$ cat src/rtl/ifm_window_buf_pkg.sv
// ---------------------------------------------------------------------------
// ifm_buf_pkg
// Shared types and default parameter values for the IFM window buffer.
// It holds the control-state enum and the default configuration constants.
// It declares no ports.
// ---------------------------------------------------------------------------
package ifm_buf_pkg;

   typedef enum logic {
      FILL   = 1'b0,
      STREAM = 1'b1
   } buf_state_t;

   localparam int DEF_DATA_W = 8;
   localparam int DEF_TAPS   = 4;
   localparam int DEF_LANES  = 1;
   localparam int DEF_STRIDE = 1;

endpackage

$ cat src/rtl/ifm_window_buf_if.sv
// ---------------------------------------------------------------------------
// ifm_window_buf_if
// Bus between the IFM fetch path (master) and the window buffer (slave).
//   ifm_input  : LANES*DATA_W new sample per lane
//   ifm_read   : shift enable
//   ifm_clear  : synchronous flush
//   ifm_window : LANES*TAPS*DATA_W window, lane l tap k at (l*TAPS+k)*DATA_W
//   win_valid  : complete, stride-aligned window present
//   fill_cnt   : samples accepted since clear/reset, saturating at TAPS
//   streaming  : buffer is in STREAM state
// ---------------------------------------------------------------------------
interface ifm_window_buf_if #(
   parameter int DATA_W = 8,
   parameter int TAPS   = 4,
   parameter int LANES  = 1
);
   localparam int CNT_W = $clog2(TAPS + 1);

   logic [LANES*DATA_W-1:0]      ifm_input;
   logic                         ifm_read;
   logic                         ifm_clear;
   logic [LANES*TAPS*DATA_W-1:0] ifm_window;
   logic                         win_valid;
   logic [CNT_W-1:0]             fill_cnt;
   logic                         streaming;

   modport master (
      output ifm_input, ifm_read, ifm_clear,
      input  ifm_window, win_valid, fill_cnt, streaming
   );

   modport slave (
      input  ifm_input, ifm_read, ifm_clear,
      output ifm_window, win_valid, fill_cnt, streaming
   );
endinterface

$ cat src/rtl/ifm_window_buf_tap_chain.sv
// ---------------------------------------------------------------------------
// ifm_tap_chain
// One lane of the window buffer: a TAPS-deep signed shift register.
//   clk, rst_n : clock, async active-low reset (taps cleared)
//   shift      : accept din into tap 0, move older taps down by one
//   clear      : zero all taps; wins over shift
//   din        : new signed sample
//   window     : flattened taps, tap k at [k*DATA_W +: DATA_W], tap 0 newest
// ---------------------------------------------------------------------------
module ifm_tap_chain #(
   parameter int DATA_W = 8,
   parameter int TAPS   = 4
) (
   input  logic                     clk,
   input  logic                     rst_n,
   input  logic                     shift,
   input  logic                     clear,
   input  logic signed [DATA_W-1:0] din,
   output logic [TAPS*DATA_W-1:0]   window
);

   logic signed [DATA_W-1:0] tap_p0 [TAPS];

   always_ff @(posedge clk or negedge rst_n) begin
      if (!rst_n) begin
         for (int k = 0; k < TAPS; k++) tap_p0[k] <= '0;
      end else if (clear) begin
         for (int k = 0; k < TAPS; k++) tap_p0[k] <= '0;
      end else if (shift) begin
         tap_p0[0] <= din;
         for (int k = 1; k < TAPS; k++) tap_p0[k] <= tap_p0[k-1];
      end
   end

   for (genvar k = 0; k < TAPS; k++) begin : g_tap
      assign window[k*DATA_W +: DATA_W] = tap_p0[k];
   end

endmodule

$ cat src/rtl/ifm_window_buf.sv
// ---------------------------------------------------------------------------
// ifm_window_buf
// Multi-lane IFM sliding-window buffer with fill tracking and stride-gated
// window-valid generation, placed between the IFM fetch path and PE array.
//   clk   : clock, rising edge
//   rst_n : asynchronous active-low reset
//   bus   : ifm_window_buf_if slave (ifm_input/ifm_read/ifm_clear in,
//           ifm_window/win_valid/fill_cnt/streaming out)
// All lanes share one FILL/STREAM controller; lanes differ only in data.
// ---------------------------------------------------------------------------
module ifm_window_buf
   import ifm_buf_pkg::*;
#(
   parameter int DATA_W = DEF_DATA_W,
   parameter int TAPS   = DEF_TAPS,
   parameter int LANES  = DEF_LANES,
   parameter int STRIDE = DEF_STRIDE
) (
   input  logic              clk,
   input  logic              rst_n,
   ifm_window_buf_if.slave   bus
);

   localparam int CNT_W = $clog2(TAPS + 1);
   localparam int STR_W = (STRIDE > 1) ? $clog2(STRIDE) : 1;

   buf_state_t       state_p0, state_nxt;
   logic [CNT_W-1:0] fill_p0, fill_nxt;
   logic [STR_W-1:0] stride_p0, stride_nxt;
   logic             vld_p0, vld_nxt;

   // ---- data path: one tap chain per lane
   for (genvar l = 0; l < LANES; l++) begin : g_lane
      ifm_tap_chain #(
         .DATA_W (DATA_W),
         .TAPS   (TAPS)
      ) u_chain (
         .clk    (clk),
         .rst_n  (rst_n),
         .shift  (bus.ifm_read),
         .clear  (bus.ifm_clear),
         .din    (bus.ifm_input[l*DATA_W +: DATA_W]),
         .window (bus.ifm_window[l*TAPS*DATA_W +: TAPS*DATA_W])
      );
   end

   // ---- control: state and counter registers
   always_ff @(posedge clk or negedge rst_n) begin
      if (!rst_n) begin
         state_p0  <= FILL;
         fill_p0   <= '0;
         stride_p0 <= '0;
         vld_p0    <= 1'b0;
      end else begin
         state_p0  <= state_nxt;
         fill_p0   <= fill_nxt;
         stride_p0 <= stride_nxt;
         vld_p0    <= vld_nxt;
      end
   end

   // ---- control: next-state logic
   // The shift that completes the fill raises the first window and restarts
   // the stride phase; afterwards every STRIDE-th shift raises win_valid.
   // Idle cycles leave stride_p0 untouched so the phase survives read gaps.
   always_comb begin
      state_nxt  = state_p0;
      fill_nxt   = fill_p0;
      stride_nxt = stride_p0;
      vld_nxt    = 1'b0;
      if (bus.ifm_clear) begin
         state_nxt  = FILL;
         fill_nxt   = '0;
         stride_nxt = '0;
      end else if (bus.ifm_read) begin
         case (state_p0)
            FILL: begin
               fill_nxt = fill_p0 + 1'b1;
               if (fill_p0 == CNT_W'(TAPS - 1)) begin
                  state_nxt  = STREAM;
                  stride_nxt = '0;
                  vld_nxt    = 1'b1;
               end
            end
            STREAM: begin
               if (stride_p0 == STR_W'(STRIDE - 1)) begin
                  stride_nxt = '0;
                  vld_nxt    = 1'b1;
               end else begin
                  stride_nxt = stride_p0 + 1'b1;
               end
            end
            default: state_nxt = FILL;
         endcase
      end
   end

   // ---- control: outputs straight from registers
   always_comb begin
      bus.win_valid = vld_p0;
      bus.fill_cnt  = fill_p0;
      bus.streaming = (state_p0 == STREAM);
   end

endmodule

$ cat src/flat_wrapper.sv
// flat-port wrapper written by rule: the top's interface ports become plain ports
module ifm_window_buf_flat import ifm_buf_pkg::*;
#(
   parameter int DATA_W = DEF_DATA_W,
   parameter int TAPS   = DEF_TAPS,
   parameter int LANES  = DEF_LANES,
   parameter int STRIDE = DEF_STRIDE
)
  (clk, rst_n, bus_ifm_input, bus_ifm_read, bus_ifm_clear, bus_ifm_window, bus_win_valid, bus_fill_cnt, bus_streaming);
  ifm_window_buf_if #(.DATA_W(DATA_W), .TAPS(TAPS), .LANES(LANES)) bus_i ();
  input  logic clk;
  input  logic rst_n;
  input wire logic [$bits(bus_i.ifm_input)-1:0] bus_ifm_input;
  input wire logic [$bits(bus_i.ifm_read)-1:0] bus_ifm_read;
  input wire logic [$bits(bus_i.ifm_clear)-1:0] bus_ifm_clear;
  output wire logic [$bits(bus_i.ifm_window)-1:0] bus_ifm_window;
  output wire logic [$bits(bus_i.win_valid)-1:0] bus_win_valid;
  output wire logic [$bits(bus_i.fill_cnt)-1:0] bus_fill_cnt;
  output wire logic [$bits(bus_i.streaming)-1:0] bus_streaming;
  assign bus_i.ifm_input = bus_ifm_input;
  assign bus_i.ifm_read = bus_ifm_read;
  assign bus_i.ifm_clear = bus_ifm_clear;
  assign bus_ifm_window = bus_i.ifm_window;
  assign bus_win_valid = bus_i.win_valid;
  assign bus_fill_cnt = bus_i.fill_cnt;
  assign bus_streaming = bus_i.streaming;
  ifm_window_buf #(.DATA_W(DATA_W), .TAPS(TAPS), .LANES(LANES), .STRIDE(STRIDE)) u_core (.clk(clk), .rst_n(rst_n), .bus(bus_i));
endmodule
$ cat config.mk
export PLATFORM = sky130hd
export DESIGN_NAME = ifm_window_buf_flat
export DESIGN_NICKNAME = d
export VERILOG_FILES = /design/src/rtl/ifm_window_buf_pkg.sv /design/src/rtl/ifm_window_buf_if.sv /design/src/rtl/ifm_window_buf_tap_chain.sv /design/src/rtl/ifm_window_buf.sv /design/src/flat_wrapper.sv
export SDC_FILE = /design/constraint.sdc
export NUM_CORES = 1
export LEC_CHECK = 0
export CORE_MARGIN = 8
export CORE_UTILIZATION = 25
export DETAILED_ROUTE_END_ITERATION = 8
export GPL_ROUTABILITY_DRIVEN = 0
export GPL_TIMING_DRIVEN = 0
export PLACE_DENSITY = 0.56
export SETUP_SLACK_MARGIN = 0.15
export SLEW_MARGIN = 20
export SYNTH_ARGS = -nofsm -noshare
export SYNTH_HDL_FRONTEND = slang
export SYNTH_SLANG_ARGS = --single-unit
$ cat constraint.sdc
create_clock -name clk -period 1.4 [get_ports clk]
set_input_delay 0.14 -clock clk [delete_from_list [all_inputs] [get_ports clk]]
set_output_delay 0.14 -clock clk [all_outputs]
set_load 0.01 [all_outputs]
==> flow_summary.yaml, run 1 <==
outcome:
  outcome: "finished, violations left"
  violations: "negative setup slack"
global_routing:
  overflow: 0
  grt.total_usage: 0.0939
  antenna_found_initial: 0
  grt_pass1_wl_um: 6420
  grt_max_degree: 26
  grt_pass1_vias: 1178
clocking:
  numCtsBuffers: 5
  clkTransAtPathRegs_ps: 70
  cts.path.max_buffers: 2
  cts_max_level: 2
  cts_tree: "done"
  clock_latency_ps: 280
  cts.sinks: 37
  root_buffer: "clkbuf_8"
yosys:
  synthTopCellsByArea: "dfrtp_1 60%, mux2i_1 21%, nor2_1 8.6%"
  syn_nets: 139
  netlist.area_leader.share: 0.605
  synth-edff-count: 0
  syn-cell-area_um2: 1530
  synth-async-reset-ratio: 1.00
  syn_avg_cell_area_um2: 12.3
  ys_types: 18
  yosysSeqAreaShare: 0.605
  synthFlopType: "dfrtp_1"
  yosysWarnings: 0
  synth_cells: 125
  yosysTopAreaCell: "dfrtp_1"
  synthTopCellsByCount: "37 x dfrtp_1, 35 x nor2_1, 32 x mux2i_1"
  yosys_register_bits: 37
  synth_most_common_cell: "dfrtp_1"
pwr:
  power_switching_share: 0.256
  seqPwrFrac: 0.532
  p_comb_frac: 0.122
  power_frac_clock: 0.345
  p_total_uw: 2110
  switching_power_uw: 542
  intPower_uw: 1570
  vdd_drop_max_v: 0.000577
  leakagePower_uw: 0.00123
  powerDensity_nw_per_um2: 963
timing:
  clock_skew_ps: 6.14
  period_share: 1.02
  drv_slew: 0
  fmax_mhz: 702
  hold_viol: 0
  setup_ws_ps: -24.4
  grt_setup_unrepaired: "true"
  setup_viol: 1
  final.min_clock_period_ps: 1420
  timing.slew.headroom: 0.770
  worst_pin_slew_ps: 346
drt:
  via_per_inst: 4.24
  post_drt_wl_per_cell_um: 15.1
  vias: 1099
  finalWirelength_um: 3910
  ant_nets: 0
  drt-pass1-iter-count: 4
  drc: 0
  drtIter0Drc: 34
setup_path:
  crit_buf_inv: 0
  cp_max_fo: 3
  path_class: "reg2reg"
  crit_path_start_kind: "register"
  cp_cell_sequence: "ha_2 > ha_4 > or4b_1 > o31ai_1"
  crit_arrival_ps: 1620
  max_stage_delay_ps: 460
  crit_required_ps: 1600
  cp_slowest_cell: "or4b_1"
  crit_family: "simple AND/OR/NAND/NOR gates"
  crit_path_end_kind: "register"
cells_and_area:
  final_util: 0.371
  area_delta_synth_final_pct: 43.3
  fillers: 605
  final_nets: 197
  final_area_um2: 2190
  drive_above_1_share: 0.136
  diodes: 0
die:
  die_h_um: 94.3
  coreArea_um2: 5920
  die_x_um: 94.3
  rows: 28
  die_area_um2: 8890
  io_pins: 49
  start_util: 0.259
place:
  place_ws_ps: -224
  placed_area_um2: 2110
  port-buffer-count: 47
  dp_hpwl_um: 2820
flow_run:
  drv_cap: 0
hold_path:
  hold_class: "in2reg"
-- power by group through the flow --
stage | clock network, µW | logic (µW) | registers [µW]
floorplan | 0 | 107 | 1160
global placement | 0 | 267 | 1150
detailed placement | 0 | 274 | 1150
CTS | 763 | 266 | 1130
global route | 814 | 285 | 1130
finish | 730 | 258 | 1120
-- cell families (layout without fill, tap and decap cells) --
kind of cell	after synthesis	in the layout	share of synthesized area
AOI/OAI and AO/OA	3	3	0.0114
adders and majority gates	2	2	0.0163
buffers and inverters	9	68	0.0335
DFF	37	37	0.605
muxes	33	33	0.217
and+or+nand+nor	41	41	0.118
-- cell type report --
cell class                      instances  area [µm²]  area share
Buffer                                  8        50.0      0.0228
Clock buffer                            5        68.8      0.0314
Clock inverter                          3        17.5     0.00798
Inverter                                1        3.75     0.00171
Multi-Input combinational cell         79         569       0.259
Sequential cell                        37         927       0.422
Tap cell                               75        93.8      0.0428
Timing Repair Buffer                   51         464       0.212
-- timing repair --
item,in CTS,in global routing
endpoints found under the hold margin,12,0
pin swaps,2,2
hold buffers,1,0
endpoints found under the setup margin,50,2
gates resized for setup,42,2
setup buffers,2,0
-- per-stage QoR --
stage	hold WS (ps)	TNS, ps	instances
after CTS	218	-91.3	259
after global routing	224	-54.4	259
final	225	-24.4	259
after detailed placement	65.8	-3700	248
after floorplan	-156	-58.2	125
after global placement	503	-31420	247
-- final timing paths --
kind | from | endpoint | slack, ps | depth (start not counted)
setup / recovery | u_core.bus.fill_cnt[1]$_DFFE_PN0P_ | u_core.bus.fill_cnt[2]$_DFFE_PN0P_ | -20 | 4
hold / removal | bus_ifm_read | u_core.g_lane[0].u_chain.window[13]$_DFFE_PN0P_ | 230 | 3
setup reg to reg | u_core.bus.fill_cnt[1]$_DFFE_PN0P_ | u_core.bus.fill_cnt[2]$_DFFE_PN0P_ | -20 | 4
hold reg to reg | u_core.g_lane[0].u_chain.window[26]$_DFFE_PN0P_ | u_core.g_lane[0].u_chain.window[26]$_DFFE_PN0P_ | 520 | 2
max in group asynchronous | rst_n | u_core.g_lane[0].u_chain.window[7]$_DFFE_PN0P_ | 670 | 3
min in group asynchronous | rst_n | u_core.g_lane[0].u_chain.window[27]$_DFFE_PN0P_ | 290 | 2
-- layer usage --
| metal | global-route usage | part of all wire |
|---|---|---|
| met5 | 0 | 0 |
| met4 | 0.0436 | 0.013 |
| met3 | 0.0232 | 0.046 |
| met2 | 0.152 | 0.49 |
| met1 | 0.114 | 0.45 |
-- registers in the layout, indices dropped and copies added, names as in the netlist --
register,cells
u_core.bus.win_valid,1
u_core.g_lane.u_chain.window,32
u_core.bus.fill_cnt,3
u_core.bus.streaming,1
-- placed cells by master (no fill, tap or decap), drive strengths merged --
master	count
dlygate4sd2	35
mux2i	32
dfrtp	37
o21ai	1
dlygate4sd3	1
and2b	1
inv	1
clkdlybuf4s50	9
o31ai	1
nor2	35
nor3b	1
clkinvlp	1
nand2b	1
nand4bb	1
clkbuf	7
or4b	1
clkinv	2
ha	2
buf	11
nor2b	1
a21oi	1
mux2	1
dlymetal6s2s	1
-- worst reg2reg max path, stage by stage (launching register included) --
cell and delay [ps]:
dfrtp_1 400, ha_2 200, ha_4 200, or4b_1 460, o31ai_1 70
Note: power is estimated with default switching activity, not from simulation.
==> run 2, diff against run 1 <==
--- a/config.mk
+++ b/config.mk
@@ -10,7 +10,7 @@
 export DETAILED_ROUTE_END_ITERATION = 8
 export GPL_ROUTABILITY_DRIVEN = 0
 export GPL_TIMING_DRIVEN = 0
-export PLACE_DENSITY = 0.56
+export PLACE_DENSITY = 0.55
 export SETUP_SLACK_MARGIN = 0.15
 export SLEW_MARGIN = 20
 export SYNTH_ARGS = -nofsm -noshare
==> constraint.sdc (replaced) <==
create_clock -name clk -period 1.56 [get_ports clk]
set_input_delay 0.156 -clock clk [delete_from_list [all_inputs] [get_ports clk]]
set_output_delay 0.156 -clock clk [all_outputs]
set_load 0.01 [all_outputs]
==> run 2 against run 1 <==
  * The run now ends clean
  * Global-route usage is 0.17 points lower
  * Worst hold slack gained 8.4 ps
  * Clock skew is 2.9 ps lower
  * Critical path type unchanged
  * Die area unchanged
  * Clock power increased by 16%
==> flow_summary.yaml, run 2 (same netlist as run 1, synthesis figures left out) <==
outcome:
  outcome: "completed"
pwr:
  power_switching_share: 0.222
  leakagePower_uw: 0.00141
  switching_power_uw: 468
  powerDensity_nw_per_um2: 906
  seqPwrFrac: 0.479
  power_frac_clock: 0.403
  p_comb_frac: 0.118
  intPower_uw: 1640
  vdd_drop_max_v: 0.000479
clocking:
  cts.sinks: 37
  cts_tree: "done"
  clkTransAtPathRegs_ps: 70
  numCtsBuffers: 5
  cts.path.max_buffers: 2
  clock_latency_ps: 280
  root_buffer: "clkbuf_8"
  cts_max_level: 2
hold_path:
  min_to: "u_core.g_lane[0].u_chain.window[1]$_DFFE_PN0P_"
  hold_class: "in2reg"
  hold_start: "bus_ifm_read"
  min_path_cells: 3
die:
  start_util: 0.259
  die_x_um: 94.3
  die_h_um: 94.3
  die_area_um2: 8890
  io_pins: 49
  coreArea_um2: 5920
  rows: 28
setup_path:
  reg2reg_depth: 4
  crit_path_end_kind: "register"
  crit_arrival_ps: 1610
  r2r_end: "u_core.bus.fill_cnt[2]$_DFFE_PN0P_"
  cp_max_fo: 3
  path_class: "reg2reg"
  rr_startpoint: "u_core.bus.fill_cnt[1]$_DFFE_PN0P_"
  crit_required_ps: 1750
  r2r_slack_ps: 140
  crit_path_start_kind: "register"
timing:
  setup_viol: 0
  drv_slew: 0
  final.min_clock_period_ps: 1420
  setup_ws_ps: 140
  fmax_mhz: 704
  clock_skew_ps: 3.24
  grt_setup_unrepaired: "true"
  period_share: 0.910
  timing.slew.headroom: 0.671
  hold_viol: 0
  worst_pin_slew_ps: 493
cells_and_area:
  final_nets: 199
  area_delta_synth_final_pct: 52.0
  drive_above_1_share: 0.118
  diodes: 0
  layout_common_cells: "37 x dfrtp_1, 35 x nor2_1, 32 x mux2i_1"
  final_common_cell: "dfrtp_1"
  final_area_um2: 2330
  largest_register_ffs: 32
global_routing:
  top_usage_layer: "met2"
  grt_use_met2: 0.151
  use_met1: 0.108
  grt_max_degree: 27
  overflow: 0
  antenna_found_initial: 0
  met3_usage: 0.0344
  grt_pass1_vias: 1194
  grt_pass1_wl_um: 6320
  grt.total_usage: 0.0922
drt:
  post_drt_wl_per_cell_um: 14.8
  via_per_inst: 4.23
  vias: 1103
  finalWirelength_um: 3860
  drc: 0
  drt-pass1-iter-count: 3
  drtIter0Drc: 29
  ant_nets: 0
place:
  placed_area_um2: 2110
  port-buffer-count: 47
  place_ws_ps: -64.2
  dp_hpwl_um: 2800
flow_run:
  drv_cap: 0
run 2: critical path: stages, from the launching register on:
cell     delay [ps]
dfrtp_1         400
ha_2            200
ha_4            200
or4b_1          460
o31ai_1          80
run 2: power by group through the flow:
stage	Sequential, µW	Combinational (µW)	Clock, µW
after floorplan	1040	95.6	0
after global placement	1030	239	0
after detailed placement	1030	246	0
after CTS	1010	256	881
after global routing	1010	276	925
final	1010	249	849
run 2: worst max path at each step:
| stage | depth (start not counted) | slack, ps | end | from |
|---|---|---|---|---|
| final | 4 | 140 | u_core.bus.fill_cnt[2]$_DFFE_PN0P_ | u_core.bus.fill_cnt[1]$_DFFE_PN0P_ |
| after floorplan | 4 | 100 | u_core.bus.fill_cnt[2]$_DFFE_PN0P_ | u_core.bus.fill_cnt[1]$_DFFE_PN0P_ |
| after global routing | 4 | 100 | u_core.bus.fill_cnt[2]$_DFFE_PN0P_ | u_core.bus.fill_cnt[1]$_DFFE_PN0P_ |
| after global placement | 1 | -630 | u_core.bus.fill_cnt[0]$_DFFE_PN0P_ | rst_n |
| after CTS | 4 | 80 | u_core.bus.fill_cnt[2]$_DFFE_PN0P_ | u_core.bus.fill_cnt[0]$_DFFE_PN0P_ |
| after detailed placement | 4 | -60 | u_core.g_lane[0].u_chain.window[27]$_DFFE_PN0P_ | bus_ifm_clear |
run 2: area by class of cell:
cell class | count | area [µm²]
Fill cell | 585 | 3590
Sequential cell | 37 | 926
Timing Repair Buffer | 53 | 571
Multi-Input combinational cell | 79 | 569
Tap cell | 75 | 93.8
Clock buffer | 7 | 86.3
Buffer | 8 | 47.5
Clock inverter | 1 | 30.0
Inverter | 1 | 3.75
run 2: per-stage QoR:
stage               instances  setup TNS, ps  utilization  hold slack [ps]  power, µW
floorplan                 125              0            -             -140       1140
global placement          247         -23470        0.354              504       1270
detailed placement        248           -495        0.357             66.1       1280
CTS                       259              0        0.383              233       2150
global route              261              0        0.393              274       2210
finish                    261              0        0.393              234       2110
run 2: repair_timing:
item	in CTS	in global routing
resized for setup	3	19
hold buffers	1	0
pin swaps	2	2
endpoints found under the hold margin	11	0
endpoints found under the setup margin	4	20
setup buffers	2	2
gates cloned	0	0
run 2: metal layers:
layer | wire length, µm | part of all wire | vias to the layer above
li1 | - | - | 535
met1 | 1620 | 0.42 | 537
met2 | 1960 | 0.51 | 27
met3 | 231 | 0.060 | 4
met4 | 46 | 0.012 | 0
met5 | 0 | 0 | -
